==> src/rtl/conv1d_k3_engine.sv <==
// Three-tap signed 1-D convolution over one captured line, using a single shared
// multiplier over three MAC cycles per output, with arithmetic shift, saturation and optional ReLU.
module conv1d_k3_engine #(
    parameter int DW       = 16,
    parameter int LINE_LEN = 10,
    parameter int SHIFT    = 8,
    parameter int RELU     = 0
) (
    input  logic                       clk,
    input  logic                       reset,
    input  logic                       start,
    input  logic [3*DW-1:0]            w_in,
    output logic                       mem_rd_en,
    input  logic [LINE_LEN*DW-1:0]     line_in,
    output logic                       busy,
    output logic signed [DW-1:0]       out_data,
    output logic                       out_valid,
    output logic [3:0]                 out_idx,
    output logic                       done
);

    localparam int AW = 2*DW + 2;
    localparam logic [3:0] LAST_N = 4'(LINE_LEN - 3);
    localparam logic signed [AW-1:0] MAX_V = {{(AW-DW+1){1'b0}}, {(DW-1){1'b1}}};
    localparam logic signed [AW-1:0] MIN_V = {{(AW-DW+1){1'b1}}, {(DW-1){1'b0}}};

    typedef enum logic [2:0] {S_IDLE, S_LOAD, S_MAC, S_OUT, S_DONE} state_t;

    state_t                 state_q, state_d;
    logic [3:0]             n_q, n_d;
    logic [1:0]             k_q, k_d;
    logic signed [AW-1:0]   acc_q, acc_d;
    logic signed [DW-1:0]   w_q [0:2];
    logic signed [DW-1:0]   w_d [0:2];
    logic signed [DW-1:0]   x_q [0:LINE_LEN-1];
    logic signed [DW-1:0]   x_d [0:LINE_LEN-1];
    logic signed [DW-1:0]   out_data_q, out_data_d;
    logic [3:0]             out_idx_q, out_idx_d;
    logic                   out_valid_q, out_valid_d;
    logic                   done_q, done_d;
    logic                   mem_rd_en_q, mem_rd_en_d;
    logic                   busy_q, busy_d;

    logic [3:0]             x_idx_s;
    logic signed [DW-1:0]   w_sel_s;
    logic signed [DW-1:0]   x_sel_s;
    logic signed [2*DW-1:0] prod_s;

    // Floor shift (>>> on signed), clamp to DW bits, then optional ReLU.
    function automatic logic signed [DW-1:0] sat_fn(input logic signed [AW-1:0] a);
        logic signed [AW-1:0] s;
        logic signed [DW-1:0] r;
        s = a >>> SHIFT;
        if (s > MAX_V) begin
            r = MAX_V[DW-1:0];
        end else if (s < MIN_V) begin
            r = MIN_V[DW-1:0];
        end else begin
            r = s[DW-1:0];
        end
        if ((RELU == 1) && r[DW-1]) begin
            r = {DW{1'b0}};
        end else begin
            r = r;
        end
        return r;
    endfunction

    // Shared multiplier operand selection for tap k at output position n.
    always_comb begin
        x_idx_s = n_q + 4'(k_q);
        w_sel_s = w_q[k_q];
        x_sel_s = x_q[x_idx_s];
        prod_s  = w_sel_s * x_sel_s;
    end

    // Next-state and next-output computation.
    always_comb begin
        state_d    = state_q;
        n_d        = n_q;
        k_d        = k_q;
        acc_d      = acc_q;
        w_d        = w_q;
        x_d        = x_q;
        out_data_d = out_data_q;
        out_idx_d  = out_idx_q;
        case (state_q)
            S_IDLE: begin
                if (start) begin
                    w_d[0]  = w_in[3*DW-1:2*DW];
                    w_d[1]  = w_in[2*DW-1:DW];
                    w_d[2]  = w_in[DW-1:0];
                    n_d     = 4'd0;
                    k_d     = 2'd0;
                    state_d = S_LOAD;
                end else begin
                    state_d = S_IDLE;
                end
            end
            S_LOAD: begin
                for (int i = 0; i < LINE_LEN; i++) begin
                    x_d[i] = line_in[(LINE_LEN-1-i)*DW +: DW];
                end
                k_d     = 2'd0;
                state_d = S_MAC;
            end
            S_MAC: begin
                acc_d = (k_q == 2'd0) ? AW'(prod_s) : acc_q + AW'(prod_s);
                if (k_q == 2'd2) begin
                    // Result registered here so it is already stable throughout OUT.
                    out_data_d = sat_fn(acc_d);
                    out_idx_d  = n_q;
                    k_d        = 2'd0;
                    state_d    = S_OUT;
                end else begin
                    k_d        = k_q + 2'd1;
                    state_d    = S_MAC;
                end
            end
            S_OUT: begin
                if (n_q == LAST_N) begin
                    state_d = S_DONE;
                end else begin
                    n_d     = n_q + 4'd1;
                    state_d = S_MAC;
                end
            end
            S_DONE: begin
                state_d = S_IDLE;
            end
            default: begin
                state_d = S_IDLE;
            end
        endcase
        mem_rd_en_d = (state_d == S_LOAD);
        out_valid_d = (state_d == S_OUT);
        done_d      = (state_d == S_DONE);
        busy_d      = (state_d != S_IDLE);
    end

    // State and output registers with asynchronous active-low reset.
    always_ff @(posedge clk or negedge reset) begin
        if (!reset) begin
            state_q     <= S_IDLE;
            n_q         <= 4'd0;
            k_q         <= 2'd0;
            acc_q       <= {AW{1'b0}};
            for (int i = 0; i < 3; i++) begin
                w_q[i] <= {DW{1'b0}};
            end
            for (int i = 0; i < LINE_LEN; i++) begin
                x_q[i] <= {DW{1'b0}};
            end
            out_data_q  <= {DW{1'b0}};
            out_idx_q   <= 4'd0;
            out_valid_q <= 1'b0;
            done_q      <= 1'b0;
            mem_rd_en_q <= 1'b0;
            busy_q      <= 1'b0;
        end else begin
            state_q     <= state_d;
            n_q         <= n_d;
            k_q         <= k_d;
            acc_q       <= acc_d;
            w_q         <= w_d;
            x_q         <= x_d;
            out_data_q  <= out_data_d;
            out_idx_q   <= out_idx_d;
            out_valid_q <= out_valid_d;
            done_q      <= done_d;
            mem_rd_en_q <= mem_rd_en_d;
            busy_q      <= busy_d;
        end
    end

    assign mem_rd_en = mem_rd_en_q;
    assign busy      = busy_q;
    assign out_data  = out_data_q;
    assign out_valid = out_valid_q;
    assign out_idx   = out_idx_q;
    assign done      = done_q;

endmodule
==> config.mk <==
export PLATFORM = sky130hd
export DESIGN_NAME = conv1d_k3_engine
export DESIGN_NICKNAME = d
export VERILOG_FILES = /design/src/rtl/conv1d_k3_engine.sv
export SDC_FILE = /design/constraint.sdc
export NUM_CORES = 1
export LEC_CHECK = 0
export CAP_MARGIN = 15
export CORE_MARGIN = 4
export CORE_UTILIZATION = 60
export CTS_BUF_LIST = sky130_fd_sc_hd__clkbuf_16
export DETAILED_ROUTE_END_ITERATION = 10
export HOLD_SLACK_MARGIN = 0.1
export PLACE_DENSITY = 0.85
export SLEW_MARGIN = 30
export SYNTH_ARGS = -nofsm -noshare
export SYNTH_HDL_FRONTEND = slang
export SYNTH_SLANG_ARGS = --single-unit
==> constraint.sdc <==
create_clock -name clk -period 32.5 [get_ports clk]
set_input_delay 3.25 -clock clk [delete_from_list [all_inputs] [get_ports clk]]
set_output_delay 3.25 -clock clk [all_outputs]
set_load 0.05 [all_outputs]
==> Flow_metrics.wiki, run 1 <==
{| class="wikitable"
! Metric !! Value
|-
| Result of the run || finished clean
|-
| Count of synthesis-stage warnings from yosys || 0
|-
| Vias in the first global route || 20328
|-
| Starting utilization of the core area || 61.1%
|-
| Hold buffer count at CTS || 0
|-
| Area of the mapped netlist || 24400 sq um
|-
| Final weighted congestion of routability-driven global placement || 0.984
|-
| Number of instances in the synthesized netlist || 2446
|-
| Data arrival, critical path || 12760 ps
|-
| Core area || 39900 sq um
|-
| Overall die width || 210 um
|-
| # placed instances || 3119
|-
| Final hold violation count || 0
|-
| CTS tree || yes
|-
| Type of destination of the critical path || flop
|-
| Relative slew margins || 29.6%
|-
| Critical path's most frequent cell || fa_1
|-
| Pre-CTS worst setup slack || 20360 ps
|-
| Post-cts resize count || 0
|-
| Layout cells sized above 1 || 11.7%
|-
| Ports || 235
|-
| Portion of the clock cycle consumed by the worst path in the final layout || 37.8%
|-
| Critical path's slowest cell || fa_4
|-
| Fill cell instance count of the final layout || 2692
|-
| Maximum capacitance violations || 0
|-
| # nets final || 3222
|-
| Startpoint class of the critical path || flop
|-
| Root Driver || clkbuf_16
|-
| Non-Filler Instances || 3181
|-
| Relative area change from synthesis to final layout || 15.6%
|-
| Path class of the lowest-slack min-delay path || reg2reg
|-
| Worst setup skew after layout || 20.1 ps
|-
| Number of synthesized flops with an enable pin || 0
|-
| Asr flop ratio synth || 100%
|-
| Routed length per placed instance || 22.3 um
|-
| GRT Overall Usage || 32.0%
|-
| Post-Synthesis Net Count || 3039
|-
| Highest Clock Rate || 81.4 MHz
|-
| Die span in y || 210 um
|-
| Worst Path Required || 32970 ps
|-
| Count of final setup violators || 0
|-
| Num CTS Buffers || 31
|-
| Synthesized flop and latch total || 275
|-
| Proportion of synthesized chip area in sequential cells || 28.2%
|-
| Overflow after GRT || 0
|-
| Number of optimization iterations in the first detailed-route pass || 7
|-
| Number of levels in the clock H-tree || 1
|-
| Cells taking the most area after synthesis || dfrtp_1 (28%), fa_1 (22%), mux2_2 (7.5%), ha_1 (6.1%), nand2_1 (5.9%)
|-
| Shortest clock period the worst path allows after layout || 12290 ps
|-
| Clk Latency, worst-skew pair || 600 ps
|-
| Post-Route Hold Slack || 476 ps
|-
| Sum of net half-perimeters after detailed placement || 53300 um
|-
| Residual antenna-violating net count after detailed routing || 0
|-
| Library cell occupying the most area in the post-synthesis netlist || dfrtp_1
|-
| Wire length of the first global-routing pass || 112000 um
|-
| Number of DRC markers after the initial detailed-route iteration || 1762
|-
| Syn avg cell area || 9.97 sq um
|-
| Largest stage delay on the critical path || 1160 ps
|-
| Number of distinct library cells after synthesis || 88
|-
| Slew at the pin with the worst max-slew slack || 1060 ps
|-
| Sink Count || 275
|-
| Pin count of the biggest net entering global routing || 118
|-
| Final worst setup slack || 20210 ps
|-
| Deepest clock path buffer count || 3
|-
| Fin. max-slew vios || 0
|-
| Placement Rows || 73
|-
| Number of design rule violations left after detail routing || 0
|-
| Post-CTS clock slew at the launch and capture registers of the worst setup and hold paths || 60 ps
|-
| Post-CTS setup buffers || 0
|-
| Via/cell ratio || 6.04
|-
| Count of buffers inserted at the top-level ports || 234
|-
| Setup TNS || 0 ps
|-
| Library cell with the highest instance count after synthesis || nand2_1
|-
| Fraction of post-synthesis cell area in the top cell type by area || 28.2%
|-
| Most common library cells after synthesis || nand2_1 (381), inv_1 (321), dfrtp_1 (275)
|-
| Setup repair after global routing missed its margin || false
|-
| Number of antenna violations at the first check in global routing || 7
|-
| Total routed wirelength || 71100 um
|-
| Number of vias in the routed layout || 19204
|-
| Biggest fanout along the worst timing path || 33
|-
| Die area || 43900 sq um
|-
| Kind of critical path || reg2reg
|-
| Dominant register cell in the synthesized netlist || dfrtp_1
|}
## per-layer routing
metal  part of all wire, %  global-route usage, %  up-vias  wire, um
li1                      -                      -     8374         -
met1                    38                   41.2     9624     27200
met5                 0.046                      0        -        33
met2                    49                   53.5      966     34500
met3                   8.5                   7.58      236      6060
met4                   4.6                   11.3        4      3260
## state kept, by name, summed over array words and instances (netlist names)
signal / count
state_q: 3
out_idx: 4
busy: 1
k_q: 2
n_q: 4
acc_q: 34
done: 1
out_data: 16
mem_rd_en: 1
w_q: 48
x_q: 160
out_valid: 1
## final timing paths
path,startpoint,end,slack [ps],cells past startpoint
worst max-delay path,k_q[0]$_DFFE_PN0P_,out_data[14]$_DFFE_PN0P_,20210,36
worst min-delay path,w_q[4]$_DFFE_PN0P_,w_q[4]$_DFFE_PN0P_,480,2
worst min register to register,w_q[4]$_DFFE_PN0P_,w_q[4]$_DFFE_PN0P_,480,2
min in group asynchronous,reset,out_data[2]$_DFFE_PN0P_,2540,1
worst max register to register,k_q[0]$_DFFE_PN0P_,out_data[14]$_DFFE_PN0P_,20210,36
max in group asynchronous,reset,x_q[47]$_DFFE_PN0P_,27560,4
## cells by family (layout without fill, tap and decap cells)
family                     Yosys count  in the layout  share of synthesized area, %
AOI/OAI and AO/OA                  342            342                          9.40
and+or+nand+nor                    707            707                          12.8
buffers and inverters              430            637                          6.96
xor gates and xnor gates            61             61                          2.22
muxes                              249            249                          12.7
DFF                                275            275                          28.2
adders and majority gates          382            382                          27.7
other                                0              3                             0
## stage by stage
step | util (%) | area [sq um]
floorplan | - | 24400
global placement | 67.9 | 27100
detailed placement | 68.0 | 27100
CTS | 70.4 | 28100
global route | 70.6 | 28200
finish | 70.6 | 28200
## cell usage in the layout (no fill, tap or decap), types with 4 or more instances in the layout
cell type,count
o21ai_0,79
inv_1,327
o22ai_1,7
nand3b_1,5
clkbuf_16,31
mux2_2,162
a211oi_1,9
nor2_1,151
o211ai_1,12
a31oi_1,11
and3_1,6
nor3_1,22
xnor2_1,42
mux4_2,32
a211oi_2,4
a21oi_1,84
o21ai_1,9
nand2_1,381
ha_1,117
buf_4,19
a21oi_2,4
a22o_1,19
o21bai_1,11
and2_1,40
clkinv_1,9
o21a_1,9
o22a_1,9
and4_1,4
nand2b_1,28
mux2i_1,55
a21o_1,27
clkdlybuf4s50_1,233
nor2b_1,17
xor2_1,17
or2_2,5
fa_1,263
nand4_1,8
dfrtp_1,275
nand3_1,17
## critical path: cells and delay by family, from the launching register on
| family | cells | cell delay [ps] |
|---|---|---|
| buffers and inverters | 4 | 500 |
| XOR/XNOR | 1 | 210 |
| AO/OA/AOI/OAI | 12 | 3700 |
| adder cells (fa/ha/maj) | 10 | 5160 |
| AND/OR/NAND/NOR | 9 | 1860 |
| flip-flops | 1 | 680 |
## layout make-up
cell class                 instances  area [sq um]  share of cell area (%)
multi-input combinational       1741         15900                    56.3
sequential                       275          6880                    24.4
timing repair buffer             258          2590                    9.18
inverter                         322          1210                    4.29
clock buffer                      31           776                    2.75
tap                              525           657                    2.33
clock inverter                    26           198                   0.702
antenna                            3          7.51                  0.0266
Power of run 1 is not shown: default switching activity piles up to over one toggle a cycle in this logic, so the estimate is an artifact.
==> run 2, diff against run 1 <==
--- a/config.mk
+++ b/config.mk
@@ -7,11 +7,11 @@
 export LEC_CHECK = 0
 export CAP_MARGIN = 15
 export CORE_MARGIN = 4
-export CORE_UTILIZATION = 60
+export CORE_UTILIZATION = 59
 export CTS_BUF_LIST = sky130_fd_sc_hd__clkbuf_16
 export DETAILED_ROUTE_END_ITERATION = 10
 export HOLD_SLACK_MARGIN = 0.1
-export PLACE_DENSITY = 0.85
+export PLACE_DENSITY = 0.84
 export SLEW_MARGIN = 30
 export SYNTH_ARGS = -nofsm -noshare
 export SYNTH_HDL_FRONTEND = slang
==> constraint.sdc (replaced) <==
create_clock -name clk -period 12.7 [get_ports clk]
set_input_delay 1.27 -clock clk [delete_from_list [all_inputs] [get_ports clk]]
set_output_delay 1.27 -clock clk [all_outputs]
set_load 0.05 [all_outputs]
==> run 2 against run 1 <==
Net effect:
- global-route usage down 1.1 points
- cell area unchanged
- first-iteration DRC count down 7.0%
- fmax up 4.9%
- clock skew down 10 ps
- count of clock-buffer cells in the layout unchanged
- core utilization down 1.6 points
- flip-flop and latch count unchanged
- largest cell class unchanged
- register-to-register slack worse by 19000 ps
- via count down 1.3%
==> Flow_metrics.wiki, run 2 (synthesized netlist as in run 1, its figures left out) <==
{| class="wikitable"
! Metric !! Value
|-
| Result of the run || finished clean
|-
| Routed length per placed instance || 21.5 um
|-
| Storage cell area || 6880 sq um
|-
| Residual antenna-violating net count after detailed routing || 0
|-
| Starting utilization of the core area || 59.7%
|-
| Wire length of the first global-routing pass || 109000 um
|-
| Area of the multi-input gates || 15800 sq um
|-
| Type of destination of the critical path || flop
|-
| Number of antenna violations at the first check in global routing || 4
|-
| Overall die width || 211 um
|-
| Deepest clock path buffer count || 3
|-
| Die span in y || 211 um
|-
| Number of design rule violations left after detail routing || 0
|-
| Clk Latency, worst-skew pair || 590 ps
|-
| Post-CTS clock slew at the launch and capture registers of the worst setup and hold paths || 60 ps
|-
| FF-to-FF Start || n_q[0]$_DFFE_PN0P_
|-
| Relative slew margins || 28.9%
|-
| Sum of net half-perimeters after detailed placement || 54700 um
|-
| Via/cell ratio || 5.93
|-
| Setup repair after global routing missed its margin || false
|-
| Number of optimization iterations in the first detailed-route pass || 5
|-
| Total routed wirelength || 68800 um
|-
| Flip-flop count of the largest register, all copies and words added || 160
|-
| Hold Startpoint || w_q[7]$_DFFE_PN0P_
|-
| Layout cells sized above 1 || 12.0%
|-
| Register with the highest flop count || x_q
|-
| Number of levels in the clock H-tree || 1
|-
| Setup TNS || 0 ps
|-
| Cell count along the critical path || 37
|-
| Min-Delay Path Depth || 2
|-
| Sink Count || 275
|-
| GRT Overall Usage || 30.9%
|-
| Post-cts resize count || 0
|-
| Final weighted congestion of routability-driven global placement || 0.949
|-
| Die area || 44600 sq um
|-
| Ports || 235
|-
| Largest stage delay on the critical path || 850 ps
|-
| Crit Reg-Reg Endpoint || out_data[0]$_DFFE_PN0P_
|-
| Number of vias in the routed layout || 18959
|-
| Placement Rows || 74
|-
| Shortest clock period the worst path allows after layout || 11710 ps
|-
| Slew at the pin with the worst max-slew slack || 1070 ps
|-
| Final hold violation count || 0
|-
| Worst Path Required || 13170 ps
|-
| Num CTS Buffers || 31
|-
| Top Registers || x_q: 160 flops, w_q: 48 flops, acc_q: 34 flops
|-
| Count of final setup violators || 0
|-
| Fill cell instance count of the final layout || 2921
|-
| # nets final || 3230
|-
| Core area || 40800 sq um
|-
| Count of buffers inserted at the top-level ports || 234
|-
| Vias in the first global route || 19738
|-
| Path class of the lowest-slack min-delay path || reg2reg
|-
| Highest Clock Rate || 85.4 MHz
|-
| CTS tree || yes
|-
| Count of buffer and inverter cells on the critical path || 5
|-
| Worst setup skew after layout || 9.82 ps
|-
| Number of cells on the worst reg-to-reg path || 37
|-
| Critical path's slowest cell || o41ai_4
|-
| Most common cell after layout, fill and taps aside || nand2_1
|-
| Pin count of the biggest net entering global routing || 157
|-
| Number of DRC markers after the initial detailed-route iteration || 1638
|-
| Post-CTS setup buffers || 0
|-
| Fin. max-slew vios || 0
|-
| Hold buffer count at CTS || 0
|-
| Relative area change from synthesis to final layout || 15.6%
|-
| Family with the most delay on the worst path || adder cells
|-
| Startpoint class of the critical path || flop
|-
| Hold Path End || w_q[7]$_DFFE_PN0P_
|-
| Kind of critical path || reg2reg
|-
| Root Driver || clkbuf_16
|-
| Critical path's most frequent cell || fa_1
|-
| Portion of the clock cycle consumed by the worst path in the final layout || 92.2%
|-
| Worst R2R Setup Slack || 990 ps
|-
| Commonest cells after routing, fill and taps aside || nand2_1 (381), inv_1 (324), dfrtp_1 (275), fa_1 (263), clkdlybuf4s50_1 (233)
|-
| Maximum capacitance violations || 0
|-
| Data arrival, critical path || 12180 ps
|-
| Overflow after GRT || 0
|-
| Biggest fanout along the worst timing path || 24
|}
-- run 2: cell types whose count changed in the layout (fill, tap and decap cells not counted), sizes merged --
cell,before,now
bufinv,2,1
buf,25,33
clkinv,13,14
inv,331,330
-- run 2: worst min-delay path, delay by kind of cell, from the launching register on --
family,cells,cell delay [ps]
and+or+nand+nor,2,100
DFF,1,340
-- run 2: worst max-delay path by stage --
stage | slack (ps) | start | end
after CTS | 1130 | n_q[0]$_DFFE_PN0P_ | out_data[0]$_DFFE_PN0P_
after detailed placement | 1210 | n_q[0]$_DFFE_PN0P_ | out_data[9]$_DFFE_PN0P_
final | 990 | n_q[0]$_DFFE_PN0P_ | out_data[0]$_DFFE_PN0P_
after global routing | 280 | n_q[1]$_DFFE_PN0P_ | out_data[0]$_DFFE_PN0P_
after global placement | 1280 | n_q[0]$_DFFE_PN0P_ | out_data[3]$_DFFE_PN0P_
after floorplan | 2270 | n_q[0]$_DFFE_PN0P_ | out_data[11]$_DFFE_PN0P_
-- run 2: final cells by class --
| type | instances | area share, % |
|---|---|---|
| inverter | 322 | 4.29 |
| sequential | 275 | 24.4 |
| clock buffer | 31 | 2.75 |
| multi-input combinational | 1741 | 56.2 |
| clock inverter | 25 | 0.599 |
| timing repair buffer | 266 | 9.30 |
| tap | 532 | 2.36 |
| antenna | 3 | 0.0266 |
-- run 2: metal layers --
metal | part of all wire (%) | track usage [%] | wire length [um] | vias up
li1 | - | - | - | 8393
met1 | 39 | 40.5 | 26500 | 9557
met2 | 49 | 51.5 | 33500 | 828
met3 | 9.0 | 7.32 | 6210 | 179
met4 | 3.7 | 9.52 | 2530 | 2
met5 | 0.028 | 0 | 19 | -
-- run 2: metrics by stage --
step	hold slack [ps]	utilization [%]	worst slack, ps	cell area (sq um)	cells
6_report	473	69.0	988	28200	3195
4_1_cts	478	69.0	1130	28200	3192
5_1_grt	495	69.0	284	28200	3192
3_5_place_dp	463	66.7	1210	27200	3136
2_1_floorplan	445	-	2270	24400	2446
3_3_place_gp	458	66.6	1280	27200	3136
Power of run 2 is left out for the same reason.
==> run 3, diff against run 2 <==
--- a/config.mk
+++ b/config.mk
@@ -5,13 +5,14 @@
 export SDC_FILE = /design/constraint.sdc
 export NUM_CORES = 1
 export LEC_CHECK = 0
+export ABC_AREA = 1
 export CAP_MARGIN = 15
 export CORE_MARGIN = 4
-export CORE_UTILIZATION = 59
+export CORE_UTILIZATION = 60
 export CTS_BUF_LIST = sky130_fd_sc_hd__clkbuf_16
 export DETAILED_ROUTE_END_ITERATION = 10
 export HOLD_SLACK_MARGIN = 0.1
-export PLACE_DENSITY = 0.84
+export PLACE_DENSITY = 0.85
 export SLEW_MARGIN = 30
 export SYNTH_ARGS = -nofsm -noshare
 export SYNTH_HDL_FRONTEND = slang
==> run 3 against run 2 <==
Net effect:
- register-to-register slack got worse by 340 ps
- sequential share of layout area fell by 0.89 points
- global-route usage is 4.7 points higher
- synthesized cell count increased by 25%
- clock skew is 51 ps higher
- highest routed layer unchanged
- final cell count increased by 19%
==> Flow_metrics.wiki, run 3 <==
{| class="wikitable"
! Metric !! Value
|-
| Largest stage delay on the critical path || 850 ps
|-
| Cells taking the most area after synthesis || dfrtp_1 (27%), fa_1 (21%), nand2_1 (12%), inv_1 (7.7%), mux2_2 (7.1%)
|-
| GRT Overall Usage || 35.6%
|-
| Standard cell area after detailed placement || 28100 sq um
|-
| Routed length per placed instance || 21.0 um
|-
| Biggest fanout along the worst timing path || 30
|-
| Number of vias in the routed layout || 22296
|-
| Sum of net half-perimeters after detailed placement || 62900 um
|-
| Kind of critical path || reg2reg
|-
| Post-CTS clock slew at the launch and capture registers of the worst setup and hold paths || 60 ps
|-
| Number of instances in the synthesized netlist || 3052
|-
| Die span in y || 213 um
|-
| Post-CTS setup buffers || 0
|-
| Portion of the clock cycle consumed by the worst path in the final layout || 94.9%
|-
| Flip-flop count of the largest register, all copies and words added || 160
|-
| Number of synthesized flops with an enable pin || 0
|-
| Via/cell ratio || 5.85
|-
| Residual antenna-violating net count after detailed routing || 0
|-
| Ports || 235
|-
| Worst Path Required || 13200 ps
|-
| Met2 Resource Use GR || 56.0%
|-
| Pin count of the biggest net entering global routing || 146
|-
| Wire length of the first global-routing pass || 126000 um
|-
| Asr flop ratio synth || 100%
|-
| CTS tree || yes
|-
| Relative area change from synthesis to final layout || 15.6%
|-
| Post-cts resize count || 0
|-
| Final cell area excluding filler cells || 29200 sq um
|-
| Most common cell after layout, fill and taps aside || nand2_1
|-
| Die area || 45500 sq um
|-
| Num CTS Buffers || 30
|-
| Final hold violation count || 0
|-
| Register with the highest flop count || x_q
|-
| Met1 Usage GRT || 49.4%
|-
| Hold buffer count at CTS || 0
|-
| Overflow after GRT || 0
|-
| Number of optimization iterations in the first detailed-route pass || 8
|-
| Post-Route Hold Slack || 479 ps
|-
| Area of the mapped netlist || 25300 sq um
|-
| Vias in the first global route || 23124
|-
| Path class of the lowest-slack min-delay path || reg2reg
|-
| Count of final setup violators || 0
|-
| Startpoint class of the critical path || flop
|-
| Count of synthesis-stage warnings from yosys || 0
|-
| Final weighted congestion of routability-driven global placement || 1.10
|-
| Sink Count || 275
|-
| Number of antenna violations at the first check in global routing || 10
|-
| Data arrival, critical path || 12550 ps
|-
| Slew at the pin with the worst max-slew slack || 1150 ps
|-
| Dominant register cell in the synthesized netlist || dfrtp_1
|-
| Synthesized flop and latch total || 275
|-
| Layout cells sized above 1 || 9.64%
|-
| Fin. max-slew vios || 0
|-
| Deepest clock path buffer count || 3
|-
| Shortest clock period the worst path allows after layout || 12050 ps
|-
| Top Registers || x_q: 160 flops, w_q: 48 flops, acc_q: 34 flops
|-
| Type of destination of the critical path || flop
|-
| Fraction of post-synthesis cell area in the top cell type by area || 27.2%
|-
| Number of DRC markers after the initial detailed-route iteration || 2152
|-
| Setup TNS || 0 ps
|-
| Highest Clock Rate || 83.0 MHz
|-
| Commonest cells after routing, fill and taps aside || nand2_1 (822), inv_1 (521), dfrtp_1 (275), fa_1 (264), clkdlybuf4s50_1 (233)
|-
| Relative slew margins || 22.7%
|-
| Global-route layer with the greatest usage || met2
|-
| Root Driver || clkbuf_16
|-
| Library cell with the highest instance count after synthesis || nand2_1
|-
| Number of design rule violations left after detail routing || 0
|-
| Worst setup skew after layout || 61.3 ps
|-
| Library cell occupying the most area in the post-synthesis netlist || dfrtp_1
|-
| Total routed wirelength || 80000 um
|-
| Setup repair after global routing missed its margin || false
|-
| Result of the run || finished clean
|-
| Maximum capacitance violations || 0
|-
| Proportion of synthesized chip area in sequential cells || 27.2%
|-
| Placement Rows || 74
|-
| Syn avg cell area || 8.29 sq um
|-
| Post-Synthesis Net Count || 3645
|-
| Overall die width || 213 um
|-
| Clk Latency, worst-skew pair || 620 ps
|-
| Grt met3 use || 6.30%
|-
| Starting utilization of the core area || 61.4%
|-
| Critical path's most frequent cell || nand2_1
|-
| # nets final || 3838
|-
| Count of buffers inserted at the top-level ports || 234
|-
| Most common library cells after synthesis || nand2_1 (822), inv_1 (519), dfrtp_1 (275)
|-
| Core area || 41200 sq um
|-
| Critical path's slowest cell || clkinv_1
|-
| Number of distinct library cells after synthesis || 55
|-
| Number of levels in the clock H-tree || 1
|}
==> run 3: cell families after synthesis <==
logic type,count (synthesis),synth area share (%)
adders and majority gates,382,26.7
and+or+nand+nor,1235,20.0
buffers and inverters,640,9.73
DFF,275,27.2
xor gates and xnor gates,38,1.41
muxes,176,7.76
AOI/OAI and AO/OA,306,7.14
==> run 3: worst paths after layout <==
path                                           from  depth (start not counted)  slack [ps]                        to
worst max-delay path             k_q[0]$_DFFE_PN0P_                         48         650  out_data[14]$_DFFE_PN0P_
worst min-delay path            w_q[45]$_DFFE_PN0P_                          2         480       w_q[45]$_DFFE_PN0P_
worst max register to register   k_q[0]$_DFFE_PN0P_                         48         650  out_data[14]$_DFFE_PN0P_
worst min register to register  w_q[45]$_DFFE_PN0P_                          2         480       w_q[45]$_DFFE_PN0P_
max in group asynchronous                     reset                          2       11040       x_q[22]$_DFFE_PN0P_
min in group asynchronous                     reset                          1         550      x_q[120]$_DFFE_PN0P_
==> run 3: metrics by stage <==
step	setup WS [ps]	cells	utilization, %
5_1_grt	135	3809	71.0
3_3_place_gp	1180	3742	68.1
4_1_cts	955	3798	70.8
6_report	650	3809	71.0
2_1_floorplan	3760	3052	-
3_5_place_dp	958	3744	68.3
==> run 3: cell type report <==
class                           instances  area (sq um)
Sequential cell                       275          6880
Tap cell                              532           666
Multi-Input combinational cell       2137         16000
Timing Repair Buffer                  259          2600
Antenna cell                           10          25.0
Inverter                              542          2030
Clock buffer                           30           751
Fill cell                            3045         12000
Clock inverter                         24           307
==> run 3: layer usage <==
| metal | vias up | wire length (um) |
|---|---|---|
| met5 | - | 13 |
| met4 | 2 | 3780 |
| met3 | 253 | 7420 |
| met2 | 1229 | 36600 |
| met1 | 10955 | 32200 |
| li1 | 9857 | - |
==> run 3: worst max-delay path: cells and delay by family (launching register included) <==
family | cells | cell delay (ps)
XOR/XNOR | 1 | 610
flip-flops | 1 | 520
adder cells (fa/ha/maj) | 10 | 4530
AND/OR/NAND/NOR | 22 | 3130
buffers and inverters | 8 | 1920
AO/OA/AOI/OAI | 7 | 1230
Power of run 3 is left out for the same reason.
